`src/rtl/handshake_const_to_ctrl.sv`:
```
// Sink for a constant-producing data channel: compares each accepted token against
// CONST_VALUE, forwards a control-only token with an error bit through a 2-entry buffer.
module handshake_const_to_ctrl #(
    parameter int unsigned DATA_WIDTH  = 32,
    parameter int unsigned CONST_VALUE = 15,
    parameter int unsigned CNT_WIDTH   = 16
) (
    input  logic                  clk,
    input  logic                  rst,
    input  logic [DATA_WIDTH-1:0] ins,
    input  logic                  ins_valid,
    output logic                  ins_ready,
    output logic                  ctrl_valid,
    input  logic                  ctrl_ready,
    output logic                  ctrl_err,
    input  logic                  clear,
    output logic [CNT_WIDTH-1:0]  token_count,
    output logic [CNT_WIDTH-1:0]  mismatch_count,
    output logic                  err_sticky
);

    localparam logic [DATA_WIDTH-1:0] CONST_VEC = DATA_WIDTH'(CONST_VALUE);

    typedef enum logic [1:0] {
        EMPTY = 2'd0,
        ONE   = 2'd1,
        TWO   = 2'd2
    } state_t;

    state_t state_reg, state_next;
    logic   head_err_reg, head_err_next;
    logic   tail_err_reg, tail_err_next;

    logic [CNT_WIDTH-1:0] token_count_reg;
    logic [CNT_WIDTH-1:0] mismatch_count_reg;
    logic                 err_sticky_reg;

    logic accept;
    logic transfer;
    logic in_err;

    // Handshake outputs depend only on state, so ins_ready never follows ctrl_ready.
    assign ins_ready  = (state_reg != TWO);
    assign ctrl_valid = (state_reg != EMPTY);
    assign ctrl_err   = (state_reg != EMPTY) & head_err_reg;

    assign accept   = ins_valid & ins_ready;
    assign transfer = ctrl_valid & ctrl_ready;
    assign in_err   = (ins != CONST_VEC);

    always_comb begin
        state_next    = state_reg;
        head_err_next = head_err_reg;
        tail_err_next = tail_err_reg;
        case (state_reg)
            EMPTY: begin
                if (accept) begin
                    state_next    = ONE;
                    head_err_next = in_err;
                end
            end
            ONE: begin
                if (accept && transfer) begin
                    head_err_next = in_err;
                end else if (accept) begin
                    state_next    = TWO;
                    tail_err_next = in_err;
                end else if (transfer) begin
                    state_next = EMPTY;
                end
            end
            TWO: begin
                if (transfer) begin
                    state_next    = ONE;
                    head_err_next = tail_err_reg;
                end
            end
            default: begin
                state_next = EMPTY;
            end
        endcase
    end

    always_ff @(posedge clk or negedge rst) begin
        if (!rst) begin
            state_reg    <= EMPTY;
            head_err_reg <= 1'b0;
            tail_err_reg <= 1'b0;
        end else begin
            state_reg    <= state_next;
            head_err_reg <= head_err_next;
            tail_err_reg <= tail_err_next;
        end
    end

    // Statistics: clear wins over any same-cycle event; counters saturate at all-ones.
    always_ff @(posedge clk or negedge rst) begin
        if (!rst) begin
            token_count_reg    <= '0;
            mismatch_count_reg <= '0;
            err_sticky_reg     <= 1'b0;
        end else if (clear) begin
            token_count_reg    <= '0;
            mismatch_count_reg <= '0;
            err_sticky_reg     <= 1'b0;
        end else begin
            if (transfer && !(&token_count_reg)) begin
                token_count_reg <= token_count_reg + 1'b1;
            end
            if (accept && in_err) begin
                err_sticky_reg <= 1'b1;
                if (!(&mismatch_count_reg)) begin
                    mismatch_count_reg <= mismatch_count_reg + 1'b1;
                end
            end
        end
    end

    assign token_count    = token_count_reg;
    assign mismatch_count = mismatch_count_reg;
    assign err_sticky     = err_sticky_reg;

endmodule

```
`config.mk`:
```
export PLATFORM = sky130hd
export DESIGN_NAME = handshake_const_to_ctrl
export DESIGN_NICKNAME = d
export VERILOG_FILES = /design/src/rtl/handshake_const_to_ctrl.sv
export SDC_FILE = /design/constraint.sdc
export NUM_CORES = 1
export LEC_CHECK = 0
export ABC_CLOCK_PERIOD_IN_PS = 1980
export BUFFER_PORTS_ARGS = -buffer_cell sky130_fd_sc_hd__buf_4
export CAP_MARGIN = 20
export CORE_UTILIZATION = 45
export DETAILED_ROUTE_END_ITERATION = 7
export HOLD_SLACK_MARGIN = 0.15
export PLACE_DENSITY = 0.76
export SYNTH_ARGS = -nofsm -noshare
export SYNTH_HDL_FRONTEND = slang
export SYNTH_SLANG_ARGS = --single-unit
export TNS_END_PERCENT = 50
```
`constraint.sdc`:
```
create_clock -name clk -period 1.98 [get_ports clk]
set_clock_uncertainty 0.2 [all_clocks]
set_input_delay 0.099 -clock clk [delete_from_list [all_inputs] [get_ports clk]]
set_output_delay 0.099 -clock clk [all_outputs]
set_load 0.05 [all_outputs]
```
==> results.json <==
{
  "run_status": "complete, but fails checks",
  "failed_checks": "setup timing",
  "worst_pin_slew_ns": 0.471,
  "synth-main-ff-cell": "sky130_fd_sc_hd__dfrtp_1",
  "grt_util_all_layers_pct": 24.1,
  "drc": 0,
  "max_stage_delay_cell_worst_path": "sky130_fd_sc_hd__or4_4",
  "yosysSeqAreaShare_pct": 44.6,
  "worst_r2r_endpoint": "mismatch_count[15]",
  "num-fill-cells": 347,
  "design.die.area_um2": 4890,
  "report.final.hold_viol_count": 0,
  "drive_gt1_share_pct": 46.6,
  "ioPinCount": 73,
  "overflow": 0,
  "rsz0062_at_grt": "yes",
  "vdd_drop_max_uv": 561,
  "post-dp-hpwl_mm": 4.02,
  "antenna_violating_nets_post_route": 0,
  "count_of_flip_flops_with_a_built_in_enable_after_synthesis": 0,
  "drt_first_iter_violations": 129,
  "clock_latency_ns": 0.30,
  "place_inst": 375,
  "timing.reg2reg.setup_slack_ns": -0.10,
  "detailedRoute.firstPassIterationCount": 4,
  "critical_path.startpoint": "mismatch_count[7]",
  "cts_made_buffers": 5,
  "power.static_leakage_nw": 1.37,
  "buffer_ports.inserted": 72,
  "critPathCaptureType": "register",
  "timing.setup.critical_path_class": "reg -> reg",
  "critical-path-max-stage-delay_ns": 0.53,
  "post-route-worst-setup-slack_ns": -0.102,
  "cp_top_family": "simple AND/OR/NAND/NOR gates",
  "power-per-cell-area_nw_per_um2": 591,
  "total_detailed_routing_wirelength_mm": 5.94,
  "crit_chain": "nand4_1 -> or2_4 -> or4_4 -> o31a_1 -> o21a_1",
  "worst-endpoint-required_ns": 1.98,
  "worstRegToRegCells": 5,
  "synth_cell_type_count": 40,
  "cts-root-to-sink-buffers": 2,
  "post_drt_via_cell_ratio": 5.64,
  "first_global_vias": 2117,
  "postLayoutCoreUtil_pct": 74.0,
  "grt_start_max_net_pins": 38,
  "cp-endpoint": "mismatch_count[15]",
  "h-tree-depth": 2,
  "overall_die_width_um": 70.0,
  "die-height_um": 70.0,
  "drv_slew": 0,
  "post-layout-total-power_w": 0.00192,
  "post_synthesis_cell_count": 231,
  "stdcell_count": 395,
  "clock_root_buffer": "sky130_fd_sc_hd__clkbuf_8",
  "grt_antenna_before_repair": 0,
  "cp_max_fo": 3,
  "grt_pass1_wl_mm": 9.55,
  "timing.hold.worst.class": "in -> reg",
  "synth_area_um2": 2080,
  "maxClockFrequency_mhz": 480,
  "routedWlPerCell_um": 15.0,
  "num_vias": 2227,
  "critical_path_arrival_ns": 2.08,
  "insertedDiodeCount": 0,
  "maxCapViolCount": 0,
  "synth_area_per_cell_um2": 9.00,
  "period_needed_ns": 2.08,
  "tritoncts_num_sinks": 37,
  "timing.final.setup_violations": 11,
  "tritoncts": "yes",
  "area_growth_pct": 56.1,
  "gp_congestion": 0.816,
  "critical_r2r_launch": "mismatch_count[7]",
  "path_buf_inv": 0,
  "placement_rows": 24,
  "ys_ff_latch": 37,
  "asr_flop_ratio_synth_pct": 100,
  "number_of_nets_in_the_layout": 381,
  "core_area_um2": 4380,
  "path_clk_slew_ns": 0.08,
  "initial_utilization_pct": 47.4,
  "worstSetupPathDepth": 5,
  "worst_setup_path_start_kind": "register",
  "post-route-period-util_pct": 105,
  "yosysWarnings": 0,
  "syn_nets": 270,
  "max_slew_margin_vs_limit_pct": 68.6
}
==> cells in the mapped netlist (8+ instances only) <==
| cell | n | area (um^2) |
|---|---|---|
| sky130_fd_sc_hd__dfrtp_1 | 37 | 926 |
| sky130_fd_sc_hd__nor2_1 | 23 | 86.3 |
| sky130_fd_sc_hd__nor4_1 | 20 | 125 |
| sky130_fd_sc_hd__xnor2_1 | 12 | 105 |
| sky130_fd_sc_hd__nand3_1 | 10 | 50.1 |
| sky130_fd_sc_hd__a21oi_1 | 16 | 80.1 |
| sky130_fd_sc_hd__nand4_1 | 8 | 50.1 |
| sky130_fd_sc_hd__nand2_1 | 14 | 52.6 |
| sky130_fd_sc_hd__o21ai_0 | 8 | 40.0 |
| sky130_fd_sc_hd__or4_1 | 8 | 60.1 |
==> per-layer routing <==
layer / global-route usage (%) / up-vias / share of wire, %
met2: 41.1 / 72 / 51
met5: 0 / - / 0
met1: 30.6 / 1072 / 43
met3: 3.90 / 11 / 4.2
met4: 9.11 / 0 / 1.6
li1: - / 1072 / -
==> placed cells by master, fill, tap and decap left out, types with 7 or more instances in the layout <==
master	instances
sky130_fd_sc_hd__a21oi_1	16
sky130_fd_sc_hd__nor2b_1	7
sky130_fd_sc_hd__dfrtp_2	24
sky130_fd_sc_hd__dfrtp_1	13
sky130_fd_sc_hd__inv_1	7
sky130_fd_sc_hd__dlygate4sd3_1	8
sky130_fd_sc_hd__buf_4	104
sky130_fd_sc_hd__nor4_1	14
sky130_fd_sc_hd__nor3_1	7
sky130_fd_sc_hd__nand4_1	8
sky130_fd_sc_hd__nand3_1	9
sky130_fd_sc_hd__nand2_1	13
sky130_fd_sc_hd__nor2_1	23
sky130_fd_sc_hd__xnor2_1	12
==> worst min path at each step <==
stage,start,to,cells after the start
2_1_floorplan,rst,err_sticky,0
3_3_place_gp,rst,mismatch_count[14],1
3_5_place_dp,rst,mismatch_count[14],1
4_1_cts,ins[5],tail_err_reg,5
5_1_grt,ins[5],tail_err_reg,5
6_report,ins[5],tail_err_reg,5
==> through the flow <==
| stage | setup TNS (ns) | cell area [um^2] | setup slack, ns | hold slack [ns] |
|---|---|---|---|---|
| 2_1_floorplan | -3.21 | 2160 | -0.305 | -0.397 |
| 5_1_grt | -1.85 | 3240 | -0.172 | 0.181 |
| 4_1_cts | -0.357 | 3170 | -0.0767 | 0.0469 |
| 6_report | -0.422 | 3240 | -0.102 | 0.104 |
| 3_3_place_gp | -0.439 | 2950 | -0.0631 | -0.111 |
| 3_5_place_dp | -1.30 | 2950 | -0.122 | -0.108 |
==> worst register-to-register path, stage by stage, from the launching register on <==
cell and delay (ns):
sky130_fd_sc_hd__dfrtp_2 0.36, sky130_fd_sc_hd__nand4_1 0.16, sky130_fd_sc_hd__or2_4 0.29, sky130_fd_sc_hd__or4_4 0.53, sky130_fd_sc_hd__o31a_1 0.25, sky130_fd_sc_hd__o21a_1 0.18
==> cell families (layout without fill, tap and decap cells) <==
logic type	count (synthesis)	after routing	share of synthesized area, %
AOI/OAI and AO/OA	42	42	12.5
xor gates and xnor gates	13	13	5.48
adders and majority gates	2	2	1.20
buffers and inverters	19	131	4.09
DFF	37	37	44.6
muxes	5	5	2.65
and+or+nand+nor	113	113	29.6
==> power breakdown <==
part	internal, W	switching [W]
sequential	0.000782	0.0000275
combinational	0.000177	0.000234
clock	0.000410	0.000286
total	0.00137	0.000548
==> area by class of cell <==
class                      count  area (um^2)  area share (%)
sequential                    37          956            29.5
inverter                       7         26.3           0.810
tap                           52         65.1            2.01
timing repair buffer         116          903            27.9
clock inverter                 2         37.5            1.16
multi-input combinational    175         1170            36.1
clock buffer                   6         82.6            2.55
==> what timing repair did <==
action                                  in CTS  in global routing
gates resized for setup                      6                  9
setup buffers                                0                  3
endpoints found under the hold margin       73                  0
pin swaps                                    2                  8
hold buffers                                 8                  0
gates cloned                                 0                  1
endpoints found under the setup margin      16                 21
Note: power is estimated with default switching activity, not from simulation.
